<file path="src/rtl/gray_ptr_ctrl.sv">
// rtl/gray_ptr_ctrl.sv - Gray-coded FIFO pointer with full/empty flag for one side of an async FIFO
// Define GRAY_PTR_LEVEL_EN to compile in remote decode, o_level and o_almost.
module gray_ptr_ctrl #(
  parameter int ADDR_WIDTH = 4,
  parameter int MODE       = 0,
  parameter int ALMOST_TH  = 2
) (
  input  logic                  i_clk,
  input  logic                  i_rst,
  input  logic                  i_inc,
  input  logic [ADDR_WIDTH:0]   i_remote_gray,
  output logic [ADDR_WIDTH-1:0] o_addr,
  output logic [ADDR_WIDTH:0]   o_bin_ptr,
  output logic [ADDR_WIDTH:0]   o_gray_ptr,
  output logic                  o_flag,
  output logic                  o_almost,
  output logic [ADDR_WIDTH:0]   o_level
);

  localparam int   PW        = ADDR_WIDTH + 1;
  localparam int   DEPTH     = 1 << ADDR_WIDTH;
  localparam logic RST_FLAG  = (MODE != 0);

  logic [ADDR_WIDTH:0] bin_q, bin_d, bin_inc;
  logic [ADDR_WIDTH:0] gray_q, gray_d;
  logic                flag_q, flag_d;
  logic                adv;

  assign adv     = i_inc & ~flag_q;
  assign bin_inc = bin_q + PW'(1);
  assign bin_d   = adv ? bin_inc : bin_q;
  assign gray_d  = bin_d ^ (bin_d >> 1);

  // Flags look at the post-edge pointer so a filling write flags full on the same edge.
  generate
    if (MODE == 0) begin : g_full
      assign flag_d = (gray_d == {~i_remote_gray[ADDR_WIDTH:ADDR_WIDTH-1],
                                   i_remote_gray[ADDR_WIDTH-2:0]});
    end else begin : g_empty
      assign flag_d = (gray_d == i_remote_gray);
    end
  endgenerate

  always_ff @(posedge i_clk) begin
    if (i_rst) begin
      bin_q  <= '0;
      gray_q <= '0;
      flag_q <= RST_FLAG;
    end else begin
      bin_q  <= bin_d;
      gray_q <= gray_d;
      flag_q <= flag_d;
    end
  end

  assign o_bin_ptr  = bin_q;
  assign o_gray_ptr = gray_q;
  assign o_addr     = bin_q[ADDR_WIDTH-1:0];
  assign o_flag     = flag_q;

`ifdef GRAY_PTR_LEVEL_EN
  localparam logic [ADDR_WIDTH:0] ALMOST_FULL_LVL  = PW'(DEPTH - ALMOST_TH);
  localparam logic [ADDR_WIDTH:0] ALMOST_EMPTY_LVL = PW'(ALMOST_TH);

  logic [ADDR_WIDTH:0] remote_bin;
  logic [ADDR_WIDTH:0] level_q, level_d;
  logic                almost_q, almost_d;

  // Each binary bit is the XOR of all Gray bits at or above it.
  generate
    for (genvar i = 0; i <= ADDR_WIDTH; i++) begin : g_dec
      assign remote_bin[i] = ^i_remote_gray[ADDR_WIDTH:i];
    end
  endgenerate

  always_comb begin
    level_d  = '0;
    almost_d = 1'b0;
    if (MODE == 0) begin
      level_d  = bin_d - remote_bin;
      almost_d = (level_d >= ALMOST_FULL_LVL);
    end else begin
      level_d  = remote_bin - bin_d;
      almost_d = (level_d <= ALMOST_EMPTY_LVL);
    end
  end

  always_ff @(posedge i_clk) begin
    if (i_rst) begin
      level_q  <= '0;
      almost_q <= RST_FLAG;
    end else begin
      level_q  <= level_d;
      almost_q <= almost_d;
    end
  end

  assign o_level  = level_q;
  assign o_almost = almost_q;
`else
  assign o_level  = '0;
  assign o_almost = 1'b0;
`endif

endmodule

</file>
<file path="config.mk">
export PLATFORM = sky130hd
export DESIGN_NAME = gray_ptr_ctrl
export DESIGN_NICKNAME = d
export VERILOG_FILES = /design/src/rtl/gray_ptr_ctrl.sv
export SDC_FILE = /design/constraint.sdc
export NUM_CORES = 1
export LEC_CHECK = 0
export ABC_AREA = 0
export CORE_UTILIZATION = 40
export CTS_CLUSTER_DIAMETER = 150
export DETAILED_ROUTE_END_ITERATION = 10
export HOLD_SLACK_MARGIN = 0.03
export PLACE_DENSITY = 0.77
export SETUP_SLACK_MARGIN = 0.5
export SYNTH_ARGS = -nofsm -noshare
export SYNTH_HDL_FRONTEND = slang
export SYNTH_SLANG_ARGS = --single-unit
</file>
<file path="constraint.sdc">
create_clock -name i_clk -period 2.71 [get_ports i_clk]
set_clock_uncertainty 0.05 [all_clocks]
set_input_delay 0.4065 -clock i_clk [delete_from_list [all_inputs] [get_ports i_clk]]
set_output_delay 0.4065 -clock i_clk [all_outputs]
set_load 0.005 [all_outputs]
</file>
==> qor.tcl <==
set qor(library_cell_with_the_highest_instance_count_after_synthesis) {buf_4}
set qor(synth_top_area_share_pct) 31.0
set qor(num_antenna_cells) 0
set qor(final_report_setup_violation_count) 0
set qor(hp-class) {reg -> reg}
set qor(synth-seq-cells) 10
set qor(ys_async_sr_fraction_pct) 0
set qor(filler_cell_count) 126
set qor(dieHeight_um) 42.2
set qor(grt_setup_unrepaired) {false}
set qor(cp_max_fo) 5
set qor(route.detailed.drc) 0
set qor(final_min_period_over_clock_period_pct) 74.9
set qor(pins_over_slew_limit) 0
set qor(synthDominantAreaCellType) {dfxtp_1}
set qor(floorplan.die_area_um2) 1780
set qor(final-hold-violation-count) 0
set qor(routabilityCongestion) 0.770
set qor(power.density_nw_per_um2) 469
set qor(vdd_drop_max_uv) 259
set qor(clk_latency_ns) 0.27
set qor(area_delta_synth_final_pct) 32.0
set qor(rows) 14
set qor(boundary_pin_count) 29
set qor(cts-root-to-sink-buffers) 2
set qor(post_synth.cell_area_avg_um2) 9.93
set qor(totalNegativeSetupSlack_ns) 0
set qor(cts.sink_count) 10
set qor(synth_top_cells_by_area) {dfxtp_1 (31%), buf_4 (13%), xor2_1 (9.5%)}
set qor(gr-usage-all-layers_pct) 12.7
set qor(grt_pass1_wl_um) 1600
set qor(seq_area_frac_synth_pct) 31.0
set qor(tritoncts) {done}
set qor(first_global_vias) 345
set qor(synth.cell_area_um2) 646
set qor(finish.net_count) 92
set qor(numPortBuffers) 22
set qor(seqCellArea_um2) 203
set qor(worst_setup_path_start_kind) {input pin}
set qor(start_util_pct) 42.9
set qor(route.detailed.vias_per_inst) 4.47
set qor(cts_htree_levels) 1
set qor(yosysWarningCount) 0
set qor(synth_top_cells_by_count) {buf_4 (11), dfxtp_1 (10), nor2_1 (10)}
set qor(synth_edf_count) 0
set qor(run_status) {finished clean}
set qor(drt_pass1_iterations) 2
set qor(first_iter_violations) 3
set qor(p_leak_nw) 0.378
set qor(cts_hold_repair.buffers) 0
set qor(place_hpwl_um) 748
set qor(vias) 438
set qor(period_minus_slack_ns) 2.03
set qor(final_layout_size_suffix_gt1_share_pct) 14.6
set qor(drt-total-wl_um) 1010
set qor(grt_start_max_net_pins) 11
set qor(antenna_found_initial) 0
set qor(timing_worst_setup_path_type) {in -> reg}
set qor(arrival_time_of_data_at_the_critical_path_endpoint_ns) 2.15
set qor(preCtsSetupSlack_ns) 0.358
set qor(synth_top_flop_cell) {dfxtp_1}
set qor(antenna_viol_nets_final) 0
set qor(data_required_critical_path_ns) 2.83
set qor(grt_remaining_overflow) 0
set qor(max_cap_viol_count) 0
set qor(crit_path_end_kind) {register}
set qor(worst-r2r-setup-slack_ns) 0.68
set qor(tritoncts.num_buffers) 3
set qor(multiInputGateArea_um2) 369
set qor(routed_wire_length_per_instance_um) 10.3
set qor(worst_case_setup_margin_in_the_final_layout_ns) 0.681
set qor(die_w_um) 42.2
set qor(clock.fmax_mhz) 493
set qor(clk_pin_slew_ns) 0.07
set qor(root_buffer_selected_by_cts) {clkbuf_4}
set qor(post_synth_inst_count) 65
set qor(coreArea_um2) 1510
set qor(synth.distinct_cells) 21
## per-layer routing
| metal | share of wire (%) | vias to the layer above | GRT usage (%) |
|---|---|---|---|
| met4 | 3.0 | 0 | 11.3 |
| li1 | - | 226 | - |
| met3 | 7.7 | 4 | 5.17 |
| met2 | 43 | 18 | 15.4 |
| met1 | 46 | 190 | 16.8 |
| met5 | 0 | - | 0 |
## flip-flops by register name, indices dropped and copies added, names as in the netlist
register / cells
o_flag: 1
o_gray_ptr: 4
o_bin_ptr: 5
## critical path: stages
cell and delay, ns:
clkdlybuf4s50_1 0.52, nand2b_1 0.19, nor2_2 0.20, xor2_1 0.09, or3_1 0.39, a2111oi_2 0.35
## per-stage QoR
step	total power [W]	cell area (µm²)	utilization [%]	hold WS [ns]	cells
2_1_floorplan	0.000233	664	-	0.524	70
3_3_place_gp	0.000262	808	53.7	0.551	94
3_5_place_dp	0.000264	808	53.7	0.544	94
4_1_cts	0.000402	845	56.1	0.557	98
5_1_grt	0.000423	852	56.6	0.548	98
6_report	0.000399	852	56.6	0.514	98
## kinds of logic after synthesis
kind of cell	synth area share, %
buf+inv	15.5
xor+xnor	28.3
fa+ha+maj	1.94
other cells	0.581
compound gates	2.32
flops	31.0
mux	4.65
simple gates	15.7
## placed cells by master (no fill, tap or decap), types with 2 or more instances in the layout
cell,n
xnor3_1,2
dfxtp_2,2
xor2_1,7
xnor2_1,6
clkdlybuf4s50_1,22
nor2_1,9
conb_1,6
clkbuf_4,3
mux2i_1,3
nand3_1,2
dfxtp_1,8
## area by class of cell
| class | instances | area share (%) |
|---|---|---|
| Tap cell | 16 | 2.35 |
| Multi-Input combinational cell | 45 | 43.3 |
| Timing Repair Buffer | 22 | 25.8 |
| Inverter | 1 | 0.441 |
| Clock buffer | 4 | 4.26 |
| Sequential cell | 10 | 23.8 |
## worst paths after layout
path	startpoint	to	cells past startpoint
min	o_bin_ptr[1]	o_bin_ptr[1]	2
max reg2reg	o_bin_ptr[0]	o_flag	6
max	i_inc	o_flag	6
min reg2reg	o_bin_ptr[1]	o_bin_ptr[1]	2
## repair_timing
item	4_1_cts	5_1_grt
setup endpoints to repair	0	1
resized for setup	0	4
buffers inserted	0	0
endpoints found under the hold margin	0	0
## where the power goes
part | total, W | switching, W | internal (W) | leakage, nW
logic | 0.0000963 | 0.0000364 | 0.0000599 | 0.275
registers | 0.000165 | 0.00000872 | 0.000156 | 0.0821
clock network | 0.000138 | 0.0000563 | 0.0000816 | 0.0210
Note: power is estimated with default switching activity, not from simulation.
==> patch 1 (same flow settings) <==
The parameter `ADDR_WIDTH` goes from 4 to 3.
--- a/src/rtl/gray_ptr_ctrl.sv
+++ b/src/rtl/gray_ptr_ctrl.sv
@@ -1,7 +1,7 @@
 // rtl/gray_ptr_ctrl.sv - Gray-coded FIFO pointer with full/empty flag for one side of an async FIFO
 // Define GRAY_PTR_LEVEL_EN to compile in remote decode, o_level and o_almost.
 module gray_ptr_ctrl #(
-  parameter int ADDR_WIDTH = 4,
+  parameter int ADDR_WIDTH = 3,
   parameter int MODE       = 0,
   parameter int ALMOST_TH  = 2
 ) (
Interface: changed (5 resized); port bits go from 29 to 24. No check against the original RTL was run, so the function may have changed too.
==> patch 1 against the original RTL <==
Area after synthesis is 21% lower; maximum frequency rose by 3.5%; cell area is 22% lower; routed wire length down 26%; die area down 20%; sequential cell count down 2; power shrank 20%; count of clock-buffer cells in the layout is 1 lower; worst setup slack improved by 69 ps; via count is 23% lower; global-route usage is 1.1 points lower.
==> patch 1: results <==
export IMPL_routabilityCongestion=0.708
export IMPL_ys_warn_count=0
export IMPL_p_int_mw=0.237
export IMPL_drt_iter0_drc=8
export IMPL_vias=339
export IMPL_critPathTopFamily="simple AND/OR/NAND/NOR gates"
export IMPL_antenna_found_initial=0
export IMPL_grt_max_degree=9
export IMPL_largest_reg_flops=4
export IMPL_clk_path_buf_depth=2
export IMPL_grt_pass1_vias=265
export IMPL_ir_drop_mv=0.324
export IMPL_worstPathMaxFanout=7
export IMPL_n_antenna_cell=0
export IMPL_min_path_type="register to register"
export IMPL_async_reset_ff_share_pct=0
export IMPL_cp_arrival_ps=2080
export IMPL_slowest_stage="clkdlybuf4s50_1"
export IMPL_hpwl_um=634
export IMPL_fin_nets=74
export IMPL_drt_total_wl_um=747
export IMPL_clk_pin_slew_ps=60
export IMPL_critPathMaxStageDelay_ps=460
export IMPL_cts_buffers=3
export IMPL_cts_htree_levels=1
export IMPL_seq_area_frac_synth_pct=31.2
export IMPL_ys_types=19
export IMPL_layout_drive_gt1_share_pct=12.5
export IMPL_drt_pre_antenna_iters=4
export IMPL_yosys_top_cells_count="buf_4, nor2_1, dfxtp_1, xnor2_1, mux2i_1"
export IMPL_clk_latency_ps=250
export IMPL_placed_cells=75
export IMPL_cts_setup_buffers=0
export IMPL_post_cts_resized=0
export IMPL_grt_util_all_layers_pct=11.6
export IMPL_synth_top_flop_cell="dfxtp_1"
export IMPL_leakagePower_nw=0.274
export IMPL_synth_area_per_cell_um2=10.3
export IMPL_viasPerCell=4.35
export IMPL_grt_ovfl_total=0
export IMPL_clockRootBuffer="clkbuf_4"
export IMPL_status="completed"
export IMPL_portBuffers=18
export IMPL_grt_pass1_wl_um=1100
export IMPL_synthTopCellsByArea="dfxtp_1, xnor2_1, buf_4"
[patch 1: changes by cell type in the layout (fill, tap and decap cells not counted), moves of 2 or more]
cell,change
clkdlybuf4s50_1,-4
nand3_1,-2
dfxtp_2,-2
xnor2_1,+2
xor2_1,-6
[patch 1: layer usage]
layer | GRT usage, % | vias up | routed length, µm
met4 | 8.04 | 0 | 10
met3 | 1.79 | 2 | 35
met1 | 13.4 | 152 | 315
li1 | - | 170 | -
met2 | 19.4 | 15 | 385
met5 | 0 | - | 0
[patch 1: cell families after synthesis]
family                     share of synthesized area (%)
other                                              0.731
and+or+nand+nor                                     15.6
xor gates and xnor gates                            28.3
muxes                                               3.90
AOI/OAI and AO/OA                                  0.975
buffers and inverters                               16.8
adders and majority gates                           2.44
DFF                                                 31.2
[patch 1: layout make-up]
| type | instances | area, µm² |
|---|---|---|
| repair buffers | 18 | 180 |
| inverters | 1 | 3.75 |
| multi-input cells | 34 | 282 |
| flip-flops and latches | 8 | 160 |
| clock buffers | 3 | 22.5 |
| well taps | 14 | 17.5 |
| fillers | 112 | 490 |
[patch 1: through the flow]
stage / area, µm² / setup WS, ps / power [mW] / hold slack [ps]
floorplan: 528 / 1060 / 0.208 / 561
global placement: 643 / 544 / 0.234 / 580
detailed placement: 643 / 480 / 0.236 / 598
CTS: 666 / 732 / 0.325 / 602
global route: 666 / 650 / 0.339 / 653
finish: 666 / 750 / 0.320 / 590
[patch 1: tightest hold or removal path, stage by stage, from the launching register on]
cell	delay, ps
dfxtp_1	390
xnor2_1	180
nor2_1	40
[patch 1: path summary, 6_finish.rpt]
path / end / startpoint / depth (start not counted) / slack [ps]
max: o_flag$_SDFF_PP0_ / i_inc / 6 / 750
min: o_gray_ptr[0]$_SDFF_PP0_ / o_bin_ptr[0]$_SDFF_PP0_ / 2 / 590
max reg2reg: o_flag$_SDFF_PP0_ / o_bin_ptr[0]$_SDFF_PP0_ / 6 / 920
min reg2reg: o_gray_ptr[0]$_SDFF_PP0_ / o_bin_ptr[0]$_SDFF_PP0_ / 2 / 590
[patch 1: power groups by stage]
stage	Combinational (mW)	Clock [mW]	Sequential (mW)
2_1_floorplan	0.0688	0	0.139
3_3_place_gp	0.0954	0	0.138
3_5_place_dp	0.0962	0	0.139
4_1_cts	0.0967	0.0911	0.137
5_1_grt	0.105	0.0964	0.138
6_report	0.0955	0.0886	0.136
==> patch 2 (config.mk and constraints unchanged) <==
Made on the original files. Add an input register stage for `i_inc`, without a reset; this delays it by one clock. The other inputs are not delayed to match.
--- a/src/rtl/gray_ptr_ctrl.sv
+++ b/src/rtl/gray_ptr_ctrl.sv
@@ -21,12 +21,18 @@
   localparam int   DEPTH     = 1 << ADDR_WIDTH;
   localparam logic RST_FLAG  = (MODE != 0);
 
+  logic i_inc_q;
+
+  always_ff @(posedge i_clk) begin
+    i_inc_q <= i_inc;
+  end
+
   logic [ADDR_WIDTH:0] bin_q, bin_d, bin_inc;
   logic [ADDR_WIDTH:0] gray_q, gray_d;
   logic                flag_q, flag_d;
   logic                adv;
 
-  assign adv     = i_inc & ~flag_q;
+  assign adv     = i_inc_q & ~flag_q;
   assign bin_inc = bin_q + PW'(1);
   assign bin_d   = adv ? bin_inc : bin_q;
   assign gray_d  = bin_d ^ (bin_d >> 1);
Formal check against the unedited RTL: not equivalent (Yosys sat finds a counterexample within 4 cycles, from zero or initial values and one cycle with i_rst high).
==> patch 2 against the original RTL <==
Power down 2.9%; die area up 3.0%; area after synthesis up 3.1%; cell area up 0.44%; sequential cell count up 1; routed wire length down 3.5%; worst setup slack worse by 27 ps; highest routed layer unchanged.
==> patch 2: results <==
export IMPL_status="completed"
export IMPL_wl_met1_um=426
export IMPL_seq_area_frac_synth_pct=33.1
export IMPL_place_area_um2=828
export IMPL_use_met1_pct=15.5
export IMPL_grt_pass1_wl_um=1580
export IMPL_fin_nets=93
export IMPL_yosys_top_cells_count="buf_4, dfxtp_1, nor2_1"
export IMPL_timing_rr_start="o_bin_ptr[1]$_SDFF_PP0_"
export IMPL_async_reset_ff_share_pct=0
export IMPL_viasPerCell=4.42
export IMPL_placed_cells=95
export IMPL_drt_pre_antenna_iters=4
export IMPL_use_met2_pct=17.3
export IMPL_synth_cells=66
export IMPL_synthTopCellsByArea="dfxtp_1, buf_4, xor2_1"
export IMPL_met3_length_um=56
export IMPL_drt_iter0_drc=1
export IMPL_routabilityCongestion=0.746
export IMPL_place_ws_ps=610
export IMPL_wl_per_cell_um=9.81
export IMPL_cp_arrival_ps=2170
export IMPL_grtUsageMet3_pct=4.26
export IMPL_leakagePower_nw=0.383
export IMPL_holdPathEnd="o_gray_ptr[0]$_SDFF_PP0_"
export IMPL_path_class="register to register"
export IMPL_clk_pin_slew_ps=70
export IMPL_critPathMaxStageDelay_ps=430
export IMPL_grt_pass1_vias=374
export IMPL_slowest_stage="dfxtp_1"
export IMPL_worstPathMaxFanout=7
export IMPL_grt_util_all_layers_pct=11.9
export IMPL_layout_setup_ws_ps=654
export IMPL_wl_met2_um=474
## patch 2: changes by cell type after synthesis
| cell | delta |
|---|---|
| dfxtp_1 | +1 |
## patch 2: area by class of cell
class / instances / area [µm²]
tap: 16 / 20.0
inverter: 1 / 3.75
fill: 141 / 668
sequential: 11 / 221
clock buffer: 4 / 26.3
multi-input combinational: 45 / 364
timing repair buffer: 22 / 220
## patch 2: cell families (layout without fill, tap and decap cells)
group,count (synthesis),after routing,synth area share (%)
xor gates and xnor gates,16,16,27.4
other,1,6,0.563
adders and majority gates,1,1,1.88
AOI/OAI and AO/OA,1,1,2.25
DFF,11,11,33.1
and+or+nand+nor,18,18,15.2
buffers and inverters,15,27,15.0
muxes,3,3,4.51
## patch 2: where the power goes
group          switching, mW  leakage [nW]  internal (mW)
sequential           0.00913        0.0901          0.172
combinational         0.0372         0.278         0.0610
clock                 0.0515        0.0150         0.0568
